[src/rtl/muldiv_sequencer.sv]
// Launches one MULT/DIV on the shared units and commits HI/LO or raises divide-by-zero.
// Define MULDIV_TIMEOUT_EN to add a watchdog that aborts a WAIT lasting TIMEOUT_CYCLES.
module muldiv_sequencer #(
  parameter int TIMEOUT_CYCLES = 64,
  parameter int LAT_W          = 8
) (
  input  logic             clk,
  input  logic             reset,
  input  logic             start,
  input  logic             op,
  input  logic             kill,
  input  logic             mult_stop,
  input  logic             div_stop,
  input  logic             div_zero,
  output logic             mult_init,
  output logic             div_init,
  output logic             mux_high_sel,
  output logic             mux_low_sel,
  output logic             high_load,
  output logic             low_load,
  output logic             busy,
  output logic             done,
  output logic             div_zero_exc,
  output logic             timeout_exc,
  output logic [LAT_W-1:0] last_lat
);

  typedef enum logic [2:0] {
    S_IDLE,
    S_LAUNCH,
    S_WAIT,
    S_COMMIT,
    S_EXC
  } state_t;

  localparam logic [LAT_W-1:0] CNT_MAX = '1;
`ifdef MULDIV_TIMEOUT_EN
  localparam logic [LAT_W-1:0] TO_CNT = LAT_W'(TIMEOUT_CYCLES);
`endif

  state_t           state_q, state_d;
  logic             op_q, op_d;
  logic [LAT_W-1:0] cnt_q, cnt_d, cnt_inc;
  logic [LAT_W-1:0] lat_q, lat_d;
  logic             tmo_q, tmo_d;
  logic             sel_stop;

  logic mi_q, mi_d, di_q, di_d;
  logic sel_q, sel_d, ld_q, ld_d;
  logic busy_q, busy_d, dz_q, dz_d;

  always_comb begin
    cnt_inc  = (cnt_q == CNT_MAX) ? cnt_q
                                  : cnt_q + LAT_W'(1);
    sel_stop = op_q ? div_stop : mult_stop;
    state_d  = state_q;
    op_d     = op_q;
    cnt_d    = cnt_q;
    lat_d    = lat_q;
    tmo_d    = 1'b0;
    unique case (state_q)
      S_IDLE: begin
        if (start) begin
          op_d    = op;
          cnt_d   = '0;
          state_d = S_LAUNCH;
        end
      end
      S_LAUNCH: state_d = S_WAIT;
      S_WAIT: begin
        cnt_d = cnt_inc;
        if (kill) begin
          lat_d   = cnt_inc;
          state_d = S_IDLE;
        end else if (op_q && div_zero) begin
          state_d = S_EXC;
        end else if (sel_stop) begin
          state_d = S_COMMIT;
`ifdef MULDIV_TIMEOUT_EN
        end else if (cnt_inc == TO_CNT) begin
          lat_d   = cnt_inc;
          tmo_d   = 1'b1;
          state_d = S_IDLE;
`endif
        end
      end
      S_COMMIT, S_EXC: begin
        lat_d   = cnt_q;
        state_d = S_IDLE;
      end
      default: state_d = S_IDLE;
    endcase
  end

  // Outputs are precomputed from the next state so they leave flops cleanly.
  always_comb begin
    mi_d   = (state_d == S_LAUNCH) && !op_d;
    di_d   = (state_d == S_LAUNCH) && op_d;
    sel_d  = op_d;
    ld_d   = (state_d == S_COMMIT);
    busy_d = (state_d != S_IDLE);
    dz_d   = (state_d == S_EXC);
  end

  always_ff @(posedge clk) begin
    if (!reset) begin
      state_q <= S_IDLE;
      op_q    <= 1'b0;
      cnt_q   <= '0;
      lat_q   <= '0;
      tmo_q   <= 1'b0;
      mi_q    <= 1'b0;
      di_q    <= 1'b0;
      sel_q   <= 1'b0;
      ld_q    <= 1'b0;
      busy_q  <= 1'b0;
      dz_q    <= 1'b0;
    end else begin
      state_q <= state_d;
      op_q    <= op_d;
      cnt_q   <= cnt_d;
      lat_q   <= lat_d;
      tmo_q   <= tmo_d;
      mi_q    <= mi_d;
      di_q    <= di_d;
      sel_q   <= sel_d;
      ld_q    <= ld_d;
      busy_q  <= busy_d;
      dz_q    <= dz_d;
    end
  end

  assign mult_init    = mi_q;
  assign div_init     = di_q;
  assign mux_high_sel = sel_q;
  assign mux_low_sel  = sel_q;
  assign high_load    = ld_q;
  assign low_load     = ld_q;
  assign done         = ld_q;
  assign busy         = busy_q;
  assign div_zero_exc = dz_q;
  assign timeout_exc  = tmo_q;
  assign last_lat     = lat_q;

endmodule

[config.mk]
export PLATFORM = sky130hd
export DESIGN_NAME = muldiv_sequencer
export DESIGN_NICKNAME = d
export VERILOG_FILES = /design/src/rtl/muldiv_sequencer.sv
export SDC_FILE = /design/constraint.sdc
export NUM_CORES = 1
export LEC_CHECK = 0
export BUFFER_PORTS_ARGS = -buffer_cell sky130_fd_sc_hd__buf_2
export CAP_MARGIN = 20
export CORE_UTILIZATION = 40
export CTS_BUF_LIST = sky130_fd_sc_hd__clkbuf_8
export CTS_CLUSTER_SIZE = 10
export DETAILED_ROUTE_END_ITERATION = 8
export GPL_TIMING_DRIVEN = 0
export PLACE_DENSITY = 0.61
export SYNTH_ARGS = -nofsm -noshare
export SYNTH_HDL_FRONTEND = slang
export SYNTH_SLANG_ARGS = --single-unit
[constraint.sdc]
create_clock -name clk -period 1.85 [get_ports clk]
set_clock_uncertainty 0.05 [all_clocks]
set_input_delay 0.0925 -clock clk [delete_from_list [all_inputs] [get_ports clk]]
set_output_delay 0.0925 -clock clk [all_outputs]
set_load 0.02 [all_outputs]
* Word level (Yosys, flattened, before mapping)
Index checks and enable logic that the tools add are counted.
Widths: inputs -> output; s select.
** Word-level totals
- Register bits :: 25
- Latch bits :: 0
- Memory bits (writable) :: 0
- ROM bits :: 0
- Bits of input ports :: 8
- Output and inout port bits :: 18
- Memories :: 0
** Cells by class
- Add/subtract/negate cells :: 1
- Multipliers :: 0
- Div/mod/pow operators :: 0
- Magnitude comparators :: 0
- Eq/ne operators :: 10
- Shifts and indexed selects :: 0
- Multiplexer cells :: 13
- Bitwise logic cells :: 0
- Reductions and logical operators :: 11
** Operators with widths (count)
- $pmux 8 s2 :: 2
- $mux 8 :: 3
- $mux 3 :: 4
- $eq 3x2->1 const B :: 3
- $pmux 3 s3 :: 1
- $add 8x1->8 const B :: 1
- $eq 8x8->1 const B :: 1
- $eq 3x1->1 const B :: 2
- $eq 3x3->1 const B :: 2
- $ne 2x2->1 const B :: 2
- $reduce_and 2->1 :: 2
- $reduce_bool 2->1 :: 2
- $logic_and 1x1->1 :: 3
- $logic_not 3->1 :: 1
- $mux 1 :: 3
- $reduce_bool 3->1 :: 1
- $reduce_or 2->1 :: 1
- $logic_not 1->1 :: 1

* Logic depth before layout (Yosys ltp)
Gate-level depths: netlist of run 1.
- Depth in word-level cells :: 7
- Mapped depth :: 6
- Depth with buffers taken out :: 5

* Worst setup path after synthesis of run 1
No wires, ideal clock.
- Kind :: register -> register
- Start point :: register cnt_q[1]
- End point :: register lat_q[0] (netlist: last_lat[0])
- Library setup time :: 0.131 ns
- Data arrival time :: 1.445 ns
- Data required time :: 1.669 ns
- Setup slack :: 0.225 ns
- Cell stages (with the launch flop) :: 7
- Path buffers :: 1
- Clock period less this slack :: 1.625 ns
- Cell sequence :: dfxtp_1 > ha_1 > buf_2 > nand4_1 > or2_2 > a32oi_1 > o22ai_1
** Between the ends
- Word-level cells in the longest chain between the ends :: 4
** Ends and longest elaborated chain
- start, declared :: RTL line 43 : logic [LAT_W-1:0] cnt_q, cnt_d, cnt_inc;
- start signal, assigned :: RTL line 121 : cnt_q <= cnt_d;
- $eq 8x8->1 :: RTL line 53 : cnt_inc = (cnt_q == CNT_MAX) ? cnt_q
- $mux 8 :: RTL line 53
- $mux 8 :: RTL line 72 : if (kill) begin
- $pmux 8 s2 :: RTL line 61 : unique case (state_q)
- end signal, assigned :: RTL line 122 : lat_q <= lat_d;
- end, declared :: RTL line 44 : logic [LAT_W-1:0] lat_q, lat_d;
No other way between the ends. The select of a mux whose other input is x is not followed.
A chain may end at the register's enable or synchronous reset.

* Worst setup path in the final report of run 1
Ends and elaborated chain as after synthesis.

==> metrics.md, run 1 <==
| Metric | Value |
|---|---|
| Placed cell area | 1400 um^2 |
| Area contributors post-synth | dfxtp_1, a21oi_1, nand2_1 |
| Hold Path Class | input port to flip-flop |
| Startpoint Class | flip-flop |
| Vias per cell | 5.80 |
| Minimum clock period | 1730 ps |
| Clk_lat worst skew | 270 ps |
| H-tree depth | 1 |
| Max Fclk | 0.577 GHz |
| Int Pwr | 0.000738 W |
| CP Data Required Time | 1940 ps |
| HPWL Detailed | 2060 um |
| Die Y-Extent | 57.9 um |
| Largest net degree at the start of global routing | 14 |
| GRT Resource Usage Total | 0.192 |
| P_leak | 0.595 nW |
| Vias | 1212 |
| Crit end category | flip-flop |
| Number of global-route vias before repair | 1164 |
| DR pass1 iterations | 4 |
| Top-count cell post-synth | dfxtp_1 |
| Net switching power | 0.000247 W |
| GPL Wtd Cong | 0.848 |
| CTS tree | built |
| Routed Antenna Nets | 0 |
| Rows | 19 |
| Synth top cells by count | dfxtp_1, nand2_1, a21oi_1 |
| Post-synth EDFFs | 0 |
| Die Span X | 57.9 um |
| Setup TNS | 0 ps |
| Net Sw Frac | 0.251 |
| Clock Path Buffers | 2 |
| Pwr dens | 665 nW/um^2 |
| Clock share of power | 0.321 |
| Yosys reg bits | 25 |
| Gate count after technology mapping | 148 |
| Leading area contributor after synthesis | dfxtp_1 |
| Outcome | complete, no violations |
| Drt drc | 0 |
| Initial antenna violation count | 0 |
| Diode count | 0 |
| Port Buffers | 23 |
| MaxCap Viol Count | 0 |
| Wire per inst | 14.6 um |
| Worst VDD drop | 0.485 mV |
| Critical-path maximum fanout | 9 |
| DRT iter0 DRCs | 59 |
| Top FF cell, synth | dfxtp_1 |
| Die area | 3350 um^2 |
| Ys async rst share | 0 |
| Clk Tree Root Cell | clkbuf_8 |
| First-pass GRT wire length | 4980 um |
| Yosys Warn Count | 0 |
| Clock sinks | 25 |
| Grt total ovfl | 0 |
| Worst Tran Pin Value | 644 ps |
| Netlist Area Pre-Place | 1250 um^2 |
| Post-route cell area | 1480 um^2 |
| Tcrit/Tclk final | 0.936 |
| Final slew viol count | 0 |
| Worst slew margin relative to its limit | 0.568 |
| Post-synthesis sequential area ratio | 0.400 |
| Endpoints failing setup | 0 |
| CTS Buf Count | 3 |
| Comb power frac | 0.112 |
| Area Growth Syn to Fin | 18.5% |
| Syn nets | 157 |
| Post-Syn Area per Cell | 8.45 um^2 |
| Core Region | 2850 um^2 |
| Layout cells sized above 1 | 0.247 |
| Hold violation count in the final report | 0 |
| Worst path arrival time | 1820 ps |
| Synth unique cells | 47 |
| Fill count | 275 |
| Synth top area share | 0.400 |
| Reg clk slew, reported paths | 80 ps |
| Sequential Power Share | 0.567 |
| Crit path kind | flip-flop to flip-flop |
| # IOs | 26 |
| Effective utilization at floorplan | 0.438 |
| WL final | 3050 um |
| Post-layout nets | 188 |
timing repair:
item | CTS | global route
hold endpoints to repair | 3 | 0
setup buffers | 1 | 0
pin swaps | 1 | 1
hold buffers | 2 | 0
gates resized for setup | 0 | 3
setup endpoints to repair | 2 | 6
through the flow:
stage	hold slack [ps]	utilization	setup WS [ps]	total power, W	instances
3_5_place_dp	221	0.492	0.125	0.000677	202
6_report	56.0	0.519	118	0.000985	209
2_1_floorplan	115	-	225	0.000642	148
5_1_grt	72.0	0.519	-0.197	0.00102	209
4_1_cts	50.8	0.518	89.8	0.000999	209
3_3_place_gp	217	0.492	30.3	0.000676	202
cells in the final DEF, fill, tap and decap left out, types with 2 or more instances in the layout:
| master | netlist | routed |
|---|---|---|
| o31ai_1 | 2 | 2 |
| nand3_1 | 5 | 5 |
| buf_2 | 2 | 24 |
| a22oi_1 | 3 | 3 |
| buf_4 | 6 | 7 |
| nor3_1 | 4 | 4 |
| nor2b_1 | 3 | 3 |
| o21ai_0 | 5 | 5 |
| clkbuf_8 | 0 | 3 |
| inv_1 | 4 | 5 |
| clkbuf_1 | 4 | 4 |
| dfxtp_1 | 25 | 23 |
| dlygate4sd3_1 | 0 | 2 |
| a21oi_1 | 11 | 11 |
| nor3b_1 | 2 | 2 |
| nor4_1 | 2 | 2 |
| nor2_1 | 10 | 10 |
| nand2_1 | 14 | 14 |
| a32oi_1 | 5 | 5 |
| o22ai_1 | 5 | 5 |
| dfxtp_2 | 0 | 2 |
| nand2b_1 | 4 | 4 |
| o21a_1 | 3 | 3 |
| nand4_1 | 2 | 2 |
| a31oi_1 | 2 | 2 |
logic make-up after synthesis:
family	after synthesis	share of synthesized area
other cells	1	0.00300
simple gates	58	0.255
flops	25	0.400
compound gates	44	0.239
fa+ha+maj	1	0.0100
buf+inv	17	0.0771
xor+xnor	1	0.00701
mux	1	0.00801
routing by layer:
layer,wire (um),global-route usage
met1,1450,0.256
met3,168,0.0469
met4,16,0.0544
met2,1420,0.310
met5,0,0
path summary, 6_finish.rpt:
check	from	endpoint	slack [ps]	cells after the start
hold / removal	div_zero	state_q[2]$_SDFF_PN0_	60	3
hold reg to reg	cnt_q[1]$_SDFFE_PN0P_	cnt_q[1]$_SDFFE_PN0P_	480	2
setup / recovery	cnt_q[1]$_SDFFE_PN0P_	last_lat[0]$_SDFFE_PN0P_	120	6
setup reg to reg	cnt_q[1]$_SDFFE_PN0P_	last_lat[0]$_SDFFE_PN0P_	120	6
power groups by stage:
stage	clock network [W]	registers, W	logic [W]
floorplan	0	0.000578	0.0000632
global placement	0	0.000571	0.000105
detailed placement	0	0.000571	0.000106
CTS	0.000331	0.000558	0.000110
global route	0.000344	0.000561	0.000120
finish	0.000316	0.000559	0.000110
final cells by class:
cell class,instances,area (um^2),area share
sequential,25,503,0.340
tap,31,38.8,0.0262
timing repair buffer,26,143,0.0963
clock inverter,1,3.75,0.00253
buffer,13,83.8,0.0566
clock buffer,3,41.3,0.0279
multi-input combinational,106,653,0.441
inverter,4,15.0,0.0101
sequential cells by signal, summed over array words and instances (netlist names):
name,cells
cnt_q,8
last_lat,8
state_q,3
busy,1
div_init,1
div_zero_exc,1
done,1
mult_init,1
mux_high_sel,1
critical path: stages, from the launching register on:
cell      delay [ps]
dfxtp_2          390
ha_1             160
clkbuf_4         180
nand4_1          150
or2_2            360
a32oi_1          230
o22ai_1           90
Power figures use the tool's default switching activity.
==> inputs of run 2 (changes only) <==
--- a/config.mk
+++ b/config.mk
@@ -7,12 +7,12 @@
 export LEC_CHECK = 0
 export BUFFER_PORTS_ARGS = -buffer_cell sky130_fd_sc_hd__buf_2
 export CAP_MARGIN = 20
-export CORE_UTILIZATION = 40
+export CORE_UTILIZATION = 35
 export CTS_BUF_LIST = sky130_fd_sc_hd__clkbuf_8
 export CTS_CLUSTER_SIZE = 10
 export DETAILED_ROUTE_END_ITERATION = 8
 export GPL_TIMING_DRIVEN = 0
-export PLACE_DENSITY = 0.61
+export PLACE_DENSITY = 0.55
 export SYNTH_ARGS = -nofsm -noshare
 export SYNTH_HDL_FRONTEND = slang
 export SYNTH_SLANG_ARGS = --single-unit
==> metrics.md, run 2 (synthesized netlist as in run 1, its figures left out) <==
| Metric | Value |
|---|---|
| Die Y-Extent | 61.8 um (+6.7%) |
| Minimum clock period | 1780 ps (+49.8 ps) |
| Dpl ws | 25.2 ps (+25.0 ps) |
| GPL Wtd Cong | 0.836 (-1.4%) |
| Die area | 3810 um^2 (+14%) |
| Worst reg2reg startpoint | cnt_q[1]$_SDFFE_PN0P_ |
| Largest net degree at the start of global routing | 14 (unchanged) |
| Clock sinks | 25 (unchanged) |
| Slowest CP cell | dfxtp_2 |
| CTS tree | built |
| Worst path arrival time | 1870 ps (+50 ps) |
| Hold_sp | div_zero |
| Non-Filler Instances | 224 (+7.2%) |
| H-tree depth | 1 (unchanged) |
| Number of global-route vias before repair | 1108 (-4.8%) |
| CTS Buf Count | 3 (unchanged) |
| First-pass GRT wire length | 4920 um (-1.2%) |
| CP Data Required Time | 1940 ps (about the same) |
| Clock Path Buffers | 2 (unchanged) |
| Hold_ws | 71.4 ps (+15.5 ps) |
| Effective utilization at floorplan | 0.369 (-0.0694) |
| Clk Tree Root Cell | clkbuf_8 |
| P_leak | 0.597 nW (+0.30%) |
| Critical Path, Cell by Cell | ha_1 -> buf_2 -> nand4_1 -> or2_4 -> a32oi_1 -> o22ai_1 |
| Reg clk slew, reported paths | 90 ps (about the same) |
| Final slew viol count | 0 (unchanged) |
| Worst VDD drop | 0.293 mV (-39%) |
| Crit path kind | flip-flop to flip-flop |
| DR pass1 iterations | 4 (unchanged) |
| Tcrit/Tclk final | 0.963 (+0.0269) |
| Drt drc | 0 (unchanged) |
| Vias | 1191 (-1.7%) |
| DRT iter0 DRCs | 35 (-41%) |
| Port Buffers | 23 (unchanged) |
| Outcome | complete, no violations |
| R2R depth | 6 (unchanged) |
| Highest-count cells in the layout ignoring fill and taps | buf_2, dfxtp_1, nand2_1, a21oi_1, nor2_1 |
| Critical-path maximum fanout | 9 (unchanged) |
| WL final | 3120 um (+2.3%) |
| Area Growth Syn to Fin | 20.2% |
| GRT Resource Usage Total | 0.179 (-0.0130) |
| Worst slew margin relative to its limit | 0.569 (+0.00135) |
| # IOs | 26 (unchanged) |
| Rows | 21 (+2) |
| Hold Path Class | input port to flip-flop |
| Core Region | 3390 um^2 (+19%) |
| Layout cells sized above 1 | 0.253 (+0.00562) |
| Post-layout nets | 188 (unchanged) |
| MaxCap Viol Count | 0 (unchanged) |
| Slowest stage delay, CP | 380 ps (about the same) |
| CP startpoint | cnt_q[1]$_SDFFE_PN0P_ |
| Grt total ovfl | 0 (unchanged) |
| Wire per inst | 13.9 um (-4.6%) |
| Initial antenna violation count | 0 (unchanged) |
| Routed Antenna Nets | 0 (unchanged) |
| Setup TNS | 0 ps (unchanged) |
| Hold violation count in the final report | 0 (unchanged) |
| Diode count | 0 (unchanged) |
| Worst Slack Setup Final | 68.5 ps (-49.8 ps) |
| Hold path depth | 3 (unchanged) |
| R2r endpoint | last_lat[0]$_SDFFE_PN0P_ |
| Clk_lat worst skew | 270 ps (about the same) |
| Max Fclk | 0.561 GHz (-2.8%) |
| Pwr dens | 657 nW/um^2 (-1.2%) |
| Die Span X | 61.8 um (+6.7%) |
| Worst Tran Pin Value | 642 ps (-2.01 ps) |
| Crit end category | flip-flop |
| Startpoint Class | flip-flop |
| Flop2flop setup slack | 70 ps (-50 ps) |
| Placed cell count | 217 (+7.4%) |
| Commonest non-fill, non-tap cell in the layout | buf_2 |
| Vias per cell | 5.32 (-8.3%) |
| Endpoints failing setup | 0 (unchanged) |
| HPWL Detailed | 2160 um (+5.1%) |
| Hold EP | state_q[2]$_SDFF_PN0_ |
==> run 2: changes by cell type in the layout (fill, tap and decap cells not counted), sizes merged <==
cell / before / now
buf: 32 / 33
clkbuf: 8 / 7
==> run 2: how the worst max path moves through the flow <==
stage                                     to  slack, ps  depth (start not counted)
global route        last_lat[2]$_SDFFE_PN0P_        -20                          6
finish              last_lat[0]$_SDFFE_PN0P_         70                          6
global placement    last_lat[1]$_SDFFE_PN0P_          5                          6
CTS                 last_lat[0]$_SDFFE_PN0P_         10                          6
floorplan           last_lat[0]$_SDFFE_PN0P_        220                          6
detailed placement  last_lat[1]$_SDFFE_PN0P_         30                          6
==> run 2: repair_timing <==
| action | 4_1_cts | 5_1_grt |
|---|---|---|
| hold buffers | 2 | 0 |
| buffers inserted | 0 | 1 |
| pin swaps | 1 | 1 |
| endpoints found under the hold margin | 3 | 0 |
| gates resized for setup | 0 | 4 |
| setup endpoints to repair | 1 | 7 |
| cloned | 0 | 0 |
==> run 2: final cells by class <==
class	instances	area (um^2)
Fill cell	354	1890
Timing Repair Buffer	26	143
Sequential cell	25	503
Buffer	13	81.3
Inverter	4	15.0
Multi-Input combinational cell	106	658
Tap cell	46	57.6
Clock inverter	1	3.75
Clock buffer	3	41.3
==> run 2: worst max-delay path: cells and delay by family, from the launching register on <==
family / cells / cell delay [ps]
AND/OR/NAND/NOR: 2 / 600
buffers and inverters: 1 / 200
adder cells (fa/ha/maj): 1 / 140
flip-flops: 1 / 380
AO/OA/AOI/OAI: 2 / 280
==> run 2: power breakdown <==
part	switching (W)	internal [W]	leakage [nW]
combinational	0.0000687	0.0000407	0.367
sequential	0.0000101	0.000549	0.203
clock	0.000171	0.000149	0.0269
total	0.000250	0.000738	0.597
==> run 2: per-layer routing <==
layer / routed length (um) / global-route usage
met1: 1540 / 0.239
met2: 1440 / 0.278
met3: 107 / 0.0311
met4: 36 / 0.0921
met5: 0 / 0
==> run 2: through the flow <==
stage | utilization | cell area [um^2] | power [W]
floorplan | - | 1250 | 0.000642
global route | 0.443 | 1500 | 0.00103
global placement | 0.420 | 1420 | 0.000676
detailed placement | 0.420 | 1420 | 0.000678
finish | 0.443 | 1500 | 0.000988
CTS | 0.439 | 1490 | 0.000998
